$ cat src/rtl/seg7_scan_ctrl.sv
// N-digit multiplexed 7-segment scanner with a double-buffered valid/ready load port and PWM brightness.
// Optional build macro SEG7_LZ_BLANK_EN blanks leading zeros (digit 0 is never blanked).
module seg7_scan_ctrl #(
  parameter int NDIG        = 4,
  parameter int CLK_HZ      = 50_000_000,
  parameter int REFRESH_HZ  = 60,
  parameter int REFRESH_DIV = CLK_HZ / (REFRESH_HZ * NDIG),
  parameter int BW          = 2,
  parameter int HEX         = 1
) (
  input  logic              clk,
  input  logic              rst,
  input  logic [4*NDIG-1:0] digits_in,
  input  logic [NDIG-1:0]   dp_in,
  input  logic              load_valid,
  output logic              load_ready,
  input  logic [BW-1:0]     brightness,
  output logic [6:0]        seg,
  output logic              dp,
  output logic [NDIG-1:0]   dig_en,
  output logic              frame_done
);

  localparam int STEP = REFRESH_DIV >> BW;
  localparam int TW   = (REFRESH_DIV > 1) ? $clog2(REFRESH_DIV) : 1;
  localparam int IW   = $clog2(NDIG);
  localparam logic [TW-1:0] TICK_LAST = TW'(REFRESH_DIV - 1);
  localparam logic [IW-1:0] IDX_LAST  = IW'(NDIG - 1);

  function automatic logic [6:0] decode(input logic [3:0] n);
    logic [6:0] r;
    case (n)
      4'h0: r = 7'b1111110;
      4'h1: r = 7'b0110000;
      4'h2: r = 7'b1101101;
      4'h3: r = 7'b1111001;
      4'h4: r = 7'b0110011;
      4'h5: r = 7'b1011011;
      4'h6: r = 7'b1011111;
      4'h7: r = 7'b1110000;
      4'h8: r = 7'b1111111;
      4'h9: r = 7'b1111011;
      4'hA: r = 7'b1110111;
      4'hB: r = 7'b0011111;
      4'hC: r = 7'b1001110;
      4'hD: r = 7'b0111101;
      4'hE: r = 7'b1001111;
      default: r = 7'b1000111;
    endcase
    if (HEX == 0 && n > 4'd9) r = 7'b0000000;
    return r;
  endfunction

  logic [TW-1:0]     r_tick;
  logic [IW-1:0]     r_idx;
  logic [4*NDIG-1:0] r_active;
  logic [NDIG-1:0]   r_active_dp;
  logic [4*NDIG-1:0] r_shadow;
  logic [NDIG-1:0]   r_shadow_dp;
  logic              r_pending;
  logic [BW-1:0]     r_duty;
  logic [6:0]        r_seg;
  logic              r_dp;
  logic [NDIG-1:0]   r_dig_en;
  logic              r_frame_done;

  logic              w_tick_last;
  logic              w_wrap;
  logic              w_load;
  logic [BW-1:0]     w_duty;
  logic [TW:0]       w_thresh;
  logic              w_on;
  logic [3:0]        w_nib [NDIG];
  logic [6:0]        w_seg_next;

  assign w_tick_last = (r_tick == TICK_LAST);
  assign w_wrap      = w_tick_last && (r_idx == IDX_LAST);
  assign w_load      = load_valid && !r_pending;
  assign load_ready  = !r_pending && !rst;

  // Duty is sampled from the input on the first tick of a slot and held for the rest of it.
  assign w_duty   = (r_tick == '0) ? brightness : r_duty;
  assign w_thresh = (TW+1)'((int'(w_duty) + 1) * STEP);
  assign w_on     = ({1'b0, r_tick} < w_thresh);

  genvar gi;
  generate
    for (gi = 0; gi < NDIG; gi++) begin : g_nib
      assign w_nib[gi] = r_active[4*gi +: 4];
    end
  endgenerate

`ifdef SEG7_LZ_BLANK_EN
  // w_lz[i]: every nibble from the top digit down to i is zero.
  logic w_lz [NDIG];
  generate
    for (gi = 0; gi < NDIG; gi++) begin : g_lz
      if (gi == 0) begin : g_first
        assign w_lz[gi] = 1'b0;
      end else if (gi == NDIG - 1) begin : g_top
        assign w_lz[gi] = (w_nib[gi] == 4'h0);
      end else begin : g_mid
        assign w_lz[gi] = w_lz[gi+1] && (w_nib[gi] == 4'h0);
      end
    end
  endgenerate
  assign w_seg_next = w_lz[r_idx] ? 7'b0000000 : decode(w_nib[r_idx]);
`else
  assign w_seg_next = decode(w_nib[r_idx]);
`endif

  always_ff @(posedge clk) begin
    if (rst) begin
      r_tick       <= '0;
      r_idx        <= '0;
      r_active     <= '0;
      r_active_dp  <= '0;
      r_shadow     <= '0;
      r_shadow_dp  <= '0;
      r_pending    <= 1'b0;
      r_duty       <= '0;
      r_seg        <= '0;
      r_dp         <= 1'b0;
      r_dig_en     <= '0;
      r_frame_done <= 1'b0;
    end else begin
      r_tick <= w_tick_last ? '0 : r_tick + TW'(1);
      if (w_tick_last) r_idx <= (r_idx == IDX_LAST) ? '0 : r_idx + IW'(1);
      r_duty <= w_duty;
      // A load and a commit never coincide: a load needs pending=0, a commit needs pending=1.
      if (w_load) begin
        r_shadow    <= digits_in;
        r_shadow_dp <= dp_in;
        r_pending   <= 1'b1;
      end else if (w_wrap && r_pending) begin
        r_active    <= r_shadow;
        r_active_dp <= r_shadow_dp;
        r_pending   <= 1'b0;
      end
      r_seg        <= w_seg_next;
      r_dp         <= r_active_dp[r_idx];
      r_dig_en     <= w_on ? (NDIG'(1) << r_idx) : '0;
      r_frame_done <= w_wrap;
    end
  end

  assign seg        = r_seg;
  assign dp         = r_dp;
  assign dig_en     = r_dig_en;
  assign frame_done = r_frame_done;

endmodule

$ cat config.mk
export PLATFORM = sky130hd
export DESIGN_NAME = seg7_scan_ctrl
export DESIGN_NICKNAME = d
export VERILOG_FILES = /design/src/rtl/seg7_scan_ctrl.sv
export SDC_FILE = /design/constraint.sdc
export NUM_CORES = 1
export LEC_CHECK = 0
export ABC_CLOCK_PERIOD_IN_PS = 4800
export CAP_MARGIN = 30
export CORE_ASPECT_RATIO = 1.1
export CORE_MARGIN = 2
export CORE_UTILIZATION = 40
export DETAILED_ROUTE_END_ITERATION = 7
export PLACE_DENSITY = 0.69
export REMOVE_ABC_BUFFERS = 1
export SLEW_MARGIN = 25
export SYNTH_ARGS = -nofsm -noshare
export SYNTH_HDL_FRONTEND = slang
export SYNTH_SLANG_ARGS = --single-unit
$ cat constraint.sdc
create_clock -name clk -period 4.8 [get_ports clk]
set_input_delay 0.48 -clock clk [delete_from_list [all_inputs] [get_ports clk]]
set_output_delay 0.48 -clock clk [all_outputs]
set_load 0.02 [all_outputs]
---- Word level (Yosys, flattened, before mapping) ----
Memories as Yosys holds them, arrays and structs flattened. A register that Yosys moved wholly into a read port is not among the register bits.
Index checks and enable logic that the tools add are counted.
operators by class
  add/subtract/negate cells ............... 3
  $mul .................................... 1
  $lt $le $gt $ge ......................... 3
  eq/ne operators ......................... 2
  shift-type cells ........................ 1
  multiplexer cells ....................... 9
  bitwise logic cells ..................... 3
  reduce and logical (&&, ||, !) cells .... 11
operator list
  cell                   count
  $lt 18x19->1           1
  $mul 3x16->19 const B  1
  $add 18x1->18 const B  1
  $eq 18x18->1 const B   1
  $logic_not 18->1       1
  $bmux 4 s2             1
  $mux 4                 2
  $logic_and 1x1->1      4
  $mux 2                 2
  $reduce_or 2->1        2
  $shl 1x2->4 const A    1
  $add 2x1->3 const B    1
  $ge 3x3->1 const B     1
  $lt 2x3->1 const B     1
  $mux 1                 3
  $not 2->3              1
  $add 2x1->2 const B    1
  $bmux 1 s2             1
  $eq 2x2->1 const B     1
  $logic_not 1->1        2
  $not 1->1              2
  $reduce_and 2->1       1
  $reduce_bool 2->1      1
word-level totals
  register bits after elaboration ......... 69
  memory bits (read-only) ................. 112
  word-level logic and storage cells ...... 45
  memories kept ........................... 1
memories
  name             words  width  read ports  clocked after Yosys merged registers in  wr ports  line  text
  (no name shown)  16     7      1           1                                        0         32    case (n)

---- Logic depth before layout (Yosys ltp) ----
Gate-level depths: netlist of run 1.
  depth in word-level cells ............... 7
  mapped depth ............................ 16

---- Worst setup path after synthesis of run 1 ----
No wires, ideal clock.
  path kind ............................... flip-flop to flip-flop
  from .................................... reg r_tick[0]
  to ...................................... reg r_dig_en[2], in the netlist dig_en[2]
  library setup time ...................... 0.096 ns
  arrival ................................. 3.347 ns
  required time ........................... 4.704 ns
  slack ................................... 1.357 ns
  stages on the path, launching flop included .. 16
  buffers on the path ..................... 0
  clock period less this slack ............ 3.443 ns
  cell sequence ........................... dfxtp_1 > inv_1 > ha_1 > nor4b_2 > nand2_1 > nor2_1 > mux2_2 > ha_1 > o21ai_0 > a21oi_1 > ha_1 > a21oi_1 > o21ai_0 > a2111oi_0 > nand2_1 > nor4b_1
on the way
  word-level cells in the longest chain between the ends .. 7
ends and longest elaborated chain
  what                       line  text
  start: declaration         54    logic [TW-1:0] r_tick;
  start signal: assignment   127   r_tick <= w_tick_last ? '0 : r_tick + TW'(1);
  $logic_not 18->1           82    assign w_duty = (r_tick == '0) ? brightness : r_duty;
  $mux 2                     82
  net w_duty[1]              70    logic [BW-1:0] w_duty;
  $add 2x1->3                83    assign w_thresh = (TW+1)'((int'(w_duty) + 1) * STEP);
  $mul 3x16->19              83
  $lt 18x19->1               84    assign w_on = ({1'b0, r_tick} < w_thresh);
  $not 1->1 (no line)        -
  $reduce_or 2->1 (no line)  -
  end signal: assignment     142   r_dig_en <= w_on ? (NDIG'(1) << r_idx) : '0;
  end: declaration           64    logic [NDIG-1:0] r_dig_en;
The timed path passes the listed nets, and every way through them passes these cells.
A chain may end at the register's enable or synchronous reset.

---- Worst setup path in the final report of run 1 ----
Ends and elaborated chain as after synthesis.

==> flow_summary.yaml, run 1 <==
finish:
  layout_commonest_cell: "dfxtp_1"
  antenna_cells: 0
  fin_nets: 487
  area_growth_pct: 17.9
  drive_above_1_share_pct: 8.01
  mostFrequentLayoutCells: "dfxtp_1, nor2_1, nand2_1, clkdlybuf4s50_1, ha_1"
  finalNonFillerCells: 551
status:
  status: "finished, final reports clean"
routing:
  via_per_inst: 5.13
  drt-total-wl_microns: 7670
  drcViolationCount: 0
  wire_per_inst_microns: 13.9
  drt_first_pass_iters: 5
  vias: 2829
  drt-initial-drc-count: 100
  detail-route-antenna-nets: 0
sta:
  max_freq_mhz: 259
  slew_headroom_pct: 44.2
  tightest_slew_ns: 0.837
  setup_ws_ns: 0.933
  tns_ns: 0
  period_needed_ns: 3.87
  hold_viol_final: 0
  finClkSkew_ns: 0.0116
  rsz0062_at_grt: "no"
  drv_slew: 0
  setup-violations-final: 0
  fin_crit_sh_pct: 80.6
power:
  peakVddDrop_v: 0.000143
  pwr-share-comb_pct: 10.7
  p_seq_share_pct: 52.1
  switching_share_pct: 28.2
  p_clk_share_pct: 37.2
  p_leak_nw: 1.59
  internal_power_mw: 0.907
  powerDensity_nw_per_um2: 295
  switching_power_mw: 0.356
place:
  port_buffers: 38
  dpl.hpwl_microns: 5480
  preCtsSetupSlack_ns: 0.964
  place_inst: 535
  gp_congestion: 0.852
global_route:
  grt_pass1_vias: 2597
  grt_busiest_layer: "met2"
  met2_usage_pct: 26.7
  track_usage_pct: 16.0
  grt_pass1_wl_microns: 12400
  grt_max_degree: 50
  antenna_found_initial: 0
  met1_usage_pct: 20.3
  grt_util_met3_pct: 3.26
  overflow: 0
critical_path:
  path_cells: "inv_1 -> ha_1 -> nor4b_2 -> nand2_1 -> nor2_1 -> mux2_2 -> ha_1 -> o21ai_0 -> a21oi_1 -> ha_1 -> a21oi_1 -> o21ai_0 -> a2111oi_0 -> nand2_1 -> nor4b_1"
  max_stage_delay_ns: 0.44
  cp_data_arrival_time_ns: 4.13
  crit_top_cell: "ha_1"
  criticalPathCategory: "reg2reg"
  cpMaxStageDelayCell: "mux2_2"
  path_max_fanout: 7
  critPathRequiredTime_ns: 5.07
  startpoint_type: "register"
  worst_setup_path_end_kind: "register"
run:
  drv_cap: 0
clock_tree:
  htreeDepth: 3
  cts_buffers: 9
  clkSinkCount: 76
  cts_root_buffer: "clkbuf_8"
  cts_setup_buffers: 0
  post_cts_resized: 0
  clk_path_buf_depth: 2
  hold_buffers: 0
  clk_latency_ns: 0.36
  path_clk_slew_ns: 0.09
  cts_tree: "built"
floorplan:
  die_w_microns: 94.9
  die_h_microns: 104
  initial_core_util_pct: 41.2
  ios: 39
  rows: 36
  core-area_sq_um: 8830
  dieArea_sq_um: 9860
synth:
  synthArstFlopShare_pct: 0
  synth_cells: 399
  yosys_warnings: 0
  ys_seq_area_share_pct: 41.9
  synth_top_flop_cell: "dfxtp_1"
  ys_types: 41
  synthXorXnorAreaFrac_pct: 3.86
  synth-seq-cells: 76
  synth_edf_count: 0
  synth-compound-area-share_pct: 7.61
  synth_top_family_by_area: "simple AND/OR/NAND/NOR gates"
  synth_area_per_cell_sq_um: 9.11
  syn_area_sq_um: 3630
  synth_mux_area_share_pct: 11.8
  synth_fa_ha_area_share_pct: 10.3
  synth-simple-area-share_pct: 20.7
worst_hold_path:
  hold_path_class: "in2reg"
-- routing by layer --
layer  up-vias  wire length [microns]
li1       1448                      -
met3        12                    230
met1      1334                   3570
met5         -                      0
met2        35                   3740
met4         0                    119
-- cell usage after synthesis, types with 3 or more instances --
| library cell | instances | share of area (%) |
|---|---|---|
| dfxtp_1 | 76 | 42 |
| nor2_1 | 56 | 5.8 |
| nand2_1 | 54 | 5.6 |
| ha_1 | 30 | 10 |
| a21oi_1 | 27 | 3.7 |
| mux2i_1 | 25 | 6.9 |
| inv_1 | 13 | 1.3 |
| clkbuf_1 | 10 | 1.0 |
| nand3_1 | 9 | 1.2 |
| nand4_1 | 9 | 1.5 |
| xor2_1 | 9 | 2.2 |
| nor3_1 | 7 | 0.96 |
| xnor2_1 | 7 | 1.7 |
| mux2_2 | 6 | 1.9 |
| mux4_2 | 5 | 3.1 |
| nand2b_1 | 5 | 0.86 |
| nor4_1 | 5 | 0.86 |
| o21ai_0 | 5 | 0.69 |
| a211oi_1 | 4 | 0.83 |
| buf_4 | 4 | 0.83 |
| buf_2 | 3 | 0.41 |
-- power by group through the flow --
stage	clock, mW	combinational (mW)	sequential, mW
detailed placement	0	0.136	0.673
floorplan	0	0.0738	0.674
CTS	0.483	0.137	0.658
global route	0.503	0.150	0.660
finish	0.470	0.135	0.658
global placement	0	0.135	0.672
-- critical path: cells and delay by family, from the launching register on --
family                   cells  cell delay, ns
multiplexers                 1            0.44
flip-flops                   1            0.37
AND/OR/NAND/NOR              5            1.24
AO/OA/AOI/OAI                5            0.86
buffers and inverters        1            0.07
adder cells (fa/ha/maj)      3            0.79
-- worst paths after layout --
kind                            startpoint                       end  slack (ns)  depth (start not counted)
setup / recovery      r_tick[0]$_SDFF_PP0_      dig_en[2]$_SDFF_PP0_        0.93                         15
hold / removal                         rst  r_shadow[8]$_SDFFE_PP0P_        0.40                          2
setup reg to reg      r_tick[0]$_SDFF_PP0_      dig_en[2]$_SDFF_PP0_        0.93                         15
hold reg to reg   r_shadow[8]$_SDFFE_PP0P_  r_shadow[8]$_SDFFE_PP0P_        0.46                          2
-- through the flow --
stage	area, sq um	util [%]	total power, mW	hold WS (ns)
2_1_floorplan	3540	-	0.748	0.430
3_3_place_gp	4090	46.4	0.807	0.442
3_5_place_dp	4090	46.4	0.809	0.450
4_1_cts	4280	48.5	1.28	0.388
5_1_grt	4280	48.5	1.31	0.405
6_report	4280	48.5	1.26	0.404
-- cells by family (layout without fill, tap and decap cells) --
logic type | Yosys count | after routing
xor gates and xnor gates | 16 | 16
buffers and inverters | 32 | 70
muxes | 36 | 36
DFF | 76 | 76
AOI/OAI and AO/OA | 47 | 47
and+or+nand+nor | 162 | 162
adders and majority gates | 30 | 30
-- registers in the layout (all words and copies together) (netlist names) --
register,cells
r_tick,18
r_active,16
r_shadow,16
seg,7
dig_en,4
r_active_dp,4
r_shadow_dp,4
r_duty,2
r_idx,2
dp,1
frame_done,1
r_pending,1
-- layout make-up --
type / instances / area [sq um]
repair buffers: 41 / 398
clock inverters: 7 / 67.6
clock buffers: 9 / 124
fillers: 860 / 4540
well taps: 114 / 143
flip-flops and latches: 76 / 1520
inverters: 13 / 48.8
multi-input cells: 291 / 1980
Power figures use the tool's default switching activity.
==> run 2: changes to the inputs <==
--- a/config.mk
+++ b/config.mk
@@ -5,7 +5,7 @@
 export SDC_FILE = /design/constraint.sdc
 export NUM_CORES = 1
 export LEC_CHECK = 0
-export ABC_CLOCK_PERIOD_IN_PS = 4800
+export ABC_CLOCK_PERIOD_IN_PS = 3900
 export CAP_MARGIN = 30
 export CORE_ASPECT_RATIO = 1.1
 export CORE_MARGIN = 2
==> constraint.sdc (replaced) <==
create_clock -name clk -period 3.9 [get_ports clk]
set_input_delay 0.39 -clock clk [delete_from_list [all_inputs] [get_ports clk]]
set_output_delay 0.39 -clock clk [all_outputs]
set_load 0.02 [all_outputs]
==> run 2 against run 1 <==
Net effect: clock power is 24% higher; die area stayed put; flip-flop and latch count did not move; setup slack worse by 0.59 ns; critical path depth did not move; first-iteration DRC count is 11% higher; wire length grew 2.5%; critical endpoint unchanged; sequential share of layout area is 0.28 points lower; maximum frequency up 8.7%; design area rose by 0.79%; combinational power rose by 33%.
==> flow_summary.yaml, run 2 (same netlist as run 1, synthesis figures left out) <==
routing:
  detail-route-antenna-nets: 0
  drcViolationCount: 0
  vias: 2866
  wire_per_inst_microns: 14.2
  drt_first_pass_iters: 4
  via_per_inst: 5.17
  drt-total-wl_microns: 7860
  drt-initial-drc-count: 111
finish:
  area_growth_pct: 18.8
  finalNonFillerCells: 554
  largest_reg_flops: 18
  regMostFlops: "r_tick"
  multiInputGateArea_sq_um: 2000
  seq_area_sq_um: 1520
  reg_top3: "r_tick x18, r_active x16, r_shadow x16"
  fill_cells: 851
  mostFrequentLayoutCells: "dfxtp_1, nor2_1, nand2_1, clkdlybuf4s50_1, ha_1"
  drive_above_1_share_pct: 9.09
  antenna_cells: 0
  layout_commonest_cell: "dfxtp_1"
  finish.utilization_pct: 48.9
  fin_nets: 490
floorplan:
  die_w_microns: 94.9
  core-area_sq_um: 8830
  die_h_microns: 104
  initial_core_util_pct: 41.2
  rows: 36
  ios: 39
  dieArea_sq_um: 9860
global_route:
  overflow: 0
  grt_max_degree: 35
  antenna_found_initial: 0
  grt_pass1_wl_microns: 13300
  track_usage_pct: 17.1
  grt_pass1_vias: 2847
clock_tree:
  cts_root_buffer: "clkbuf_8"
  post_cts_resized: 0
  clk_latency_ns: 0.36
  cts_setup_buffers: 0
  htreeDepth: 3
  clkSinkCount: 76
  path_clk_slew_ns: 0.09
  hold_buffers: 0
  cts_tree: "built"
  cts_buffers: 9
  clk_path_buf_depth: 2
critical_path:
  worst_setup_path_end_kind: "register"
  criticalPathCategory: "reg2reg"
  r2r-end: "dig_en[2]$_SDFF_PP0_"
  rr_worst_depth: 15
  r2r_start: "r_tick[0]$_SDFF_PP0_"
  ff2ff_setup_slack_ns: 0.34
  path_max_fanout: 6
  cp_data_arrival_time_ns: 3.83
  startpoint_type: "register"
  critPathRequiredTime_ns: 4.17
sta:
  hold_viol_final: 0
  max_freq_mhz: 281
  finClkSkew_ns: 0.00929
  setup_ws_ns: 0.342
  drv_slew: 0
  tightest_slew_ns: 0.833
  setup-violations-final: 0
  period_needed_ns: 3.56
  slew_headroom_pct: 44.5
  fin_crit_sh_pct: 91.2
place:
  place_inst: 538
  preCtsSetupSlack_ns: 0.273
  dpl.hpwl_microns: 5600
  port_buffers: 38
  gp_congestion: 0.886
power:
  p_clk_share_pct: 37.0
  switching_power_mw: 0.446
  p_leak_nw: 1.60
  pwr-share-comb_pct: 11.5
  powerDensity_nw_per_um2: 364
  peakVddDrop_v: 0.000197
  switching_share_pct: 28.4
  power_mw: 1.57
  p_seq_share_pct: 51.5
  internal_power_mw: 1.13
worst_hold_path:
  worstHoldEndpoint: "r_shadow[2]$_SDFFE_PP0P_"
  worstHoldPathCells: 2
  hold_path_class: "reg2reg"
  worstHoldStart: "r_shadow[2]$_SDFFE_PP0P_"
run:
  drv_cap: 0
status:
  status: "finished, final reports clean"
## run 2: final cells by class
| cell class | instances | share of cell area, % |
|---|---|---|
| repair buffers | 44 | 9.74 |
| clock buffers | 9 | 2.87 |
| multi-input cells | 291 | 46.2 |
| well taps | 114 | 3.30 |
| inverters | 13 | 1.13 |
| flip-flops and latches | 76 | 35.2 |
| clock inverters | 7 | 1.51 |
## run 2: worst max-delay path by stage
stage          depth (start not counted)              endpoint                 start
6_report                              15  dig_en[2]$_SDFF_PP0_  r_tick[0]$_SDFF_PP0_
2_1_floorplan                         15  dig_en[2]$_SDFF_PP0_  r_tick[0]$_SDFF_PP0_
3_5_place_dp                          15  dig_en[2]$_SDFF_PP0_  r_tick[0]$_SDFF_PP0_
4_1_cts                               15  dig_en[2]$_SDFF_PP0_  r_tick[0]$_SDFF_PP0_
3_3_place_gp                          15  dig_en[2]$_SDFF_PP0_  r_tick[0]$_SDFF_PP0_
5_1_grt                               15  dig_en[2]$_SDFF_PP0_  r_tick[0]$_SDFF_PP0_
## run 2: routing by layer
layer | share of wire (%) | global-route usage [%]
met5 | 0 | 0
met4 | 1.4 | 6.11
met3 | 3.3 | 4.13
met2 | 50 | 28.5
met1 | 46 | 21.3
## run 2: per-stage QoR
stage / setup TNS [ns] / cell area, sq um / hold slack, ns
floorplan: 0 / 3540 / 0.430
global placement: 0 / 4120 / 0.443
detailed placement: 0 / 4120 / 0.449
CTS: 0 / 4300 / 0.463
global route: -0.00377 / 4320 / 0.484
finish: 0 / 4320 / 0.461
## run 2: power groups by stage
stage | Combinational (mW) | Sequential, mW | Clock (mW)
after floorplan | 0.0908 | 0.830 | 0
after global placement | 0.176 | 0.827 | 0
after detailed placement | 0.176 | 0.828 | 0
after CTS | 0.178 | 0.810 | 0.604
after global routing | 0.200 | 0.813 | 0.637
final | 0.180 | 0.810 | 0.582
## run 2: worst max-delay path, stage by stage (launching register included)
cell       delay, ns
dfxtp_1         0.37
inv_1           0.08
ha_1            0.15
nor4b_2         0.20
nand2_1         0.14
nor2_4          0.19
mux2_2          0.41
ha_1            0.36
o21ai_0         0.15
a21oi_1         0.06
ha_1            0.30
a21oi_1         0.15
o21ai_0         0.12
a2111oi_2       0.36
nand2_1         0.15
nor4b_1         0.27
==> run 3: changes to the inputs <==
--- a/config.mk
+++ b/config.mk
@@ -5,6 +5,7 @@
 export SDC_FILE = /design/constraint.sdc
 export NUM_CORES = 1
 export LEC_CHECK = 0
+export ABC_AREA = 0
 export ABC_CLOCK_PERIOD_IN_PS = 3900
 export CAP_MARGIN = 30
 export CORE_ASPECT_RATIO = 1.1
==> results of run 3 <==
Same layout as run 2: the final DEF is identical, and so are final timing and power.
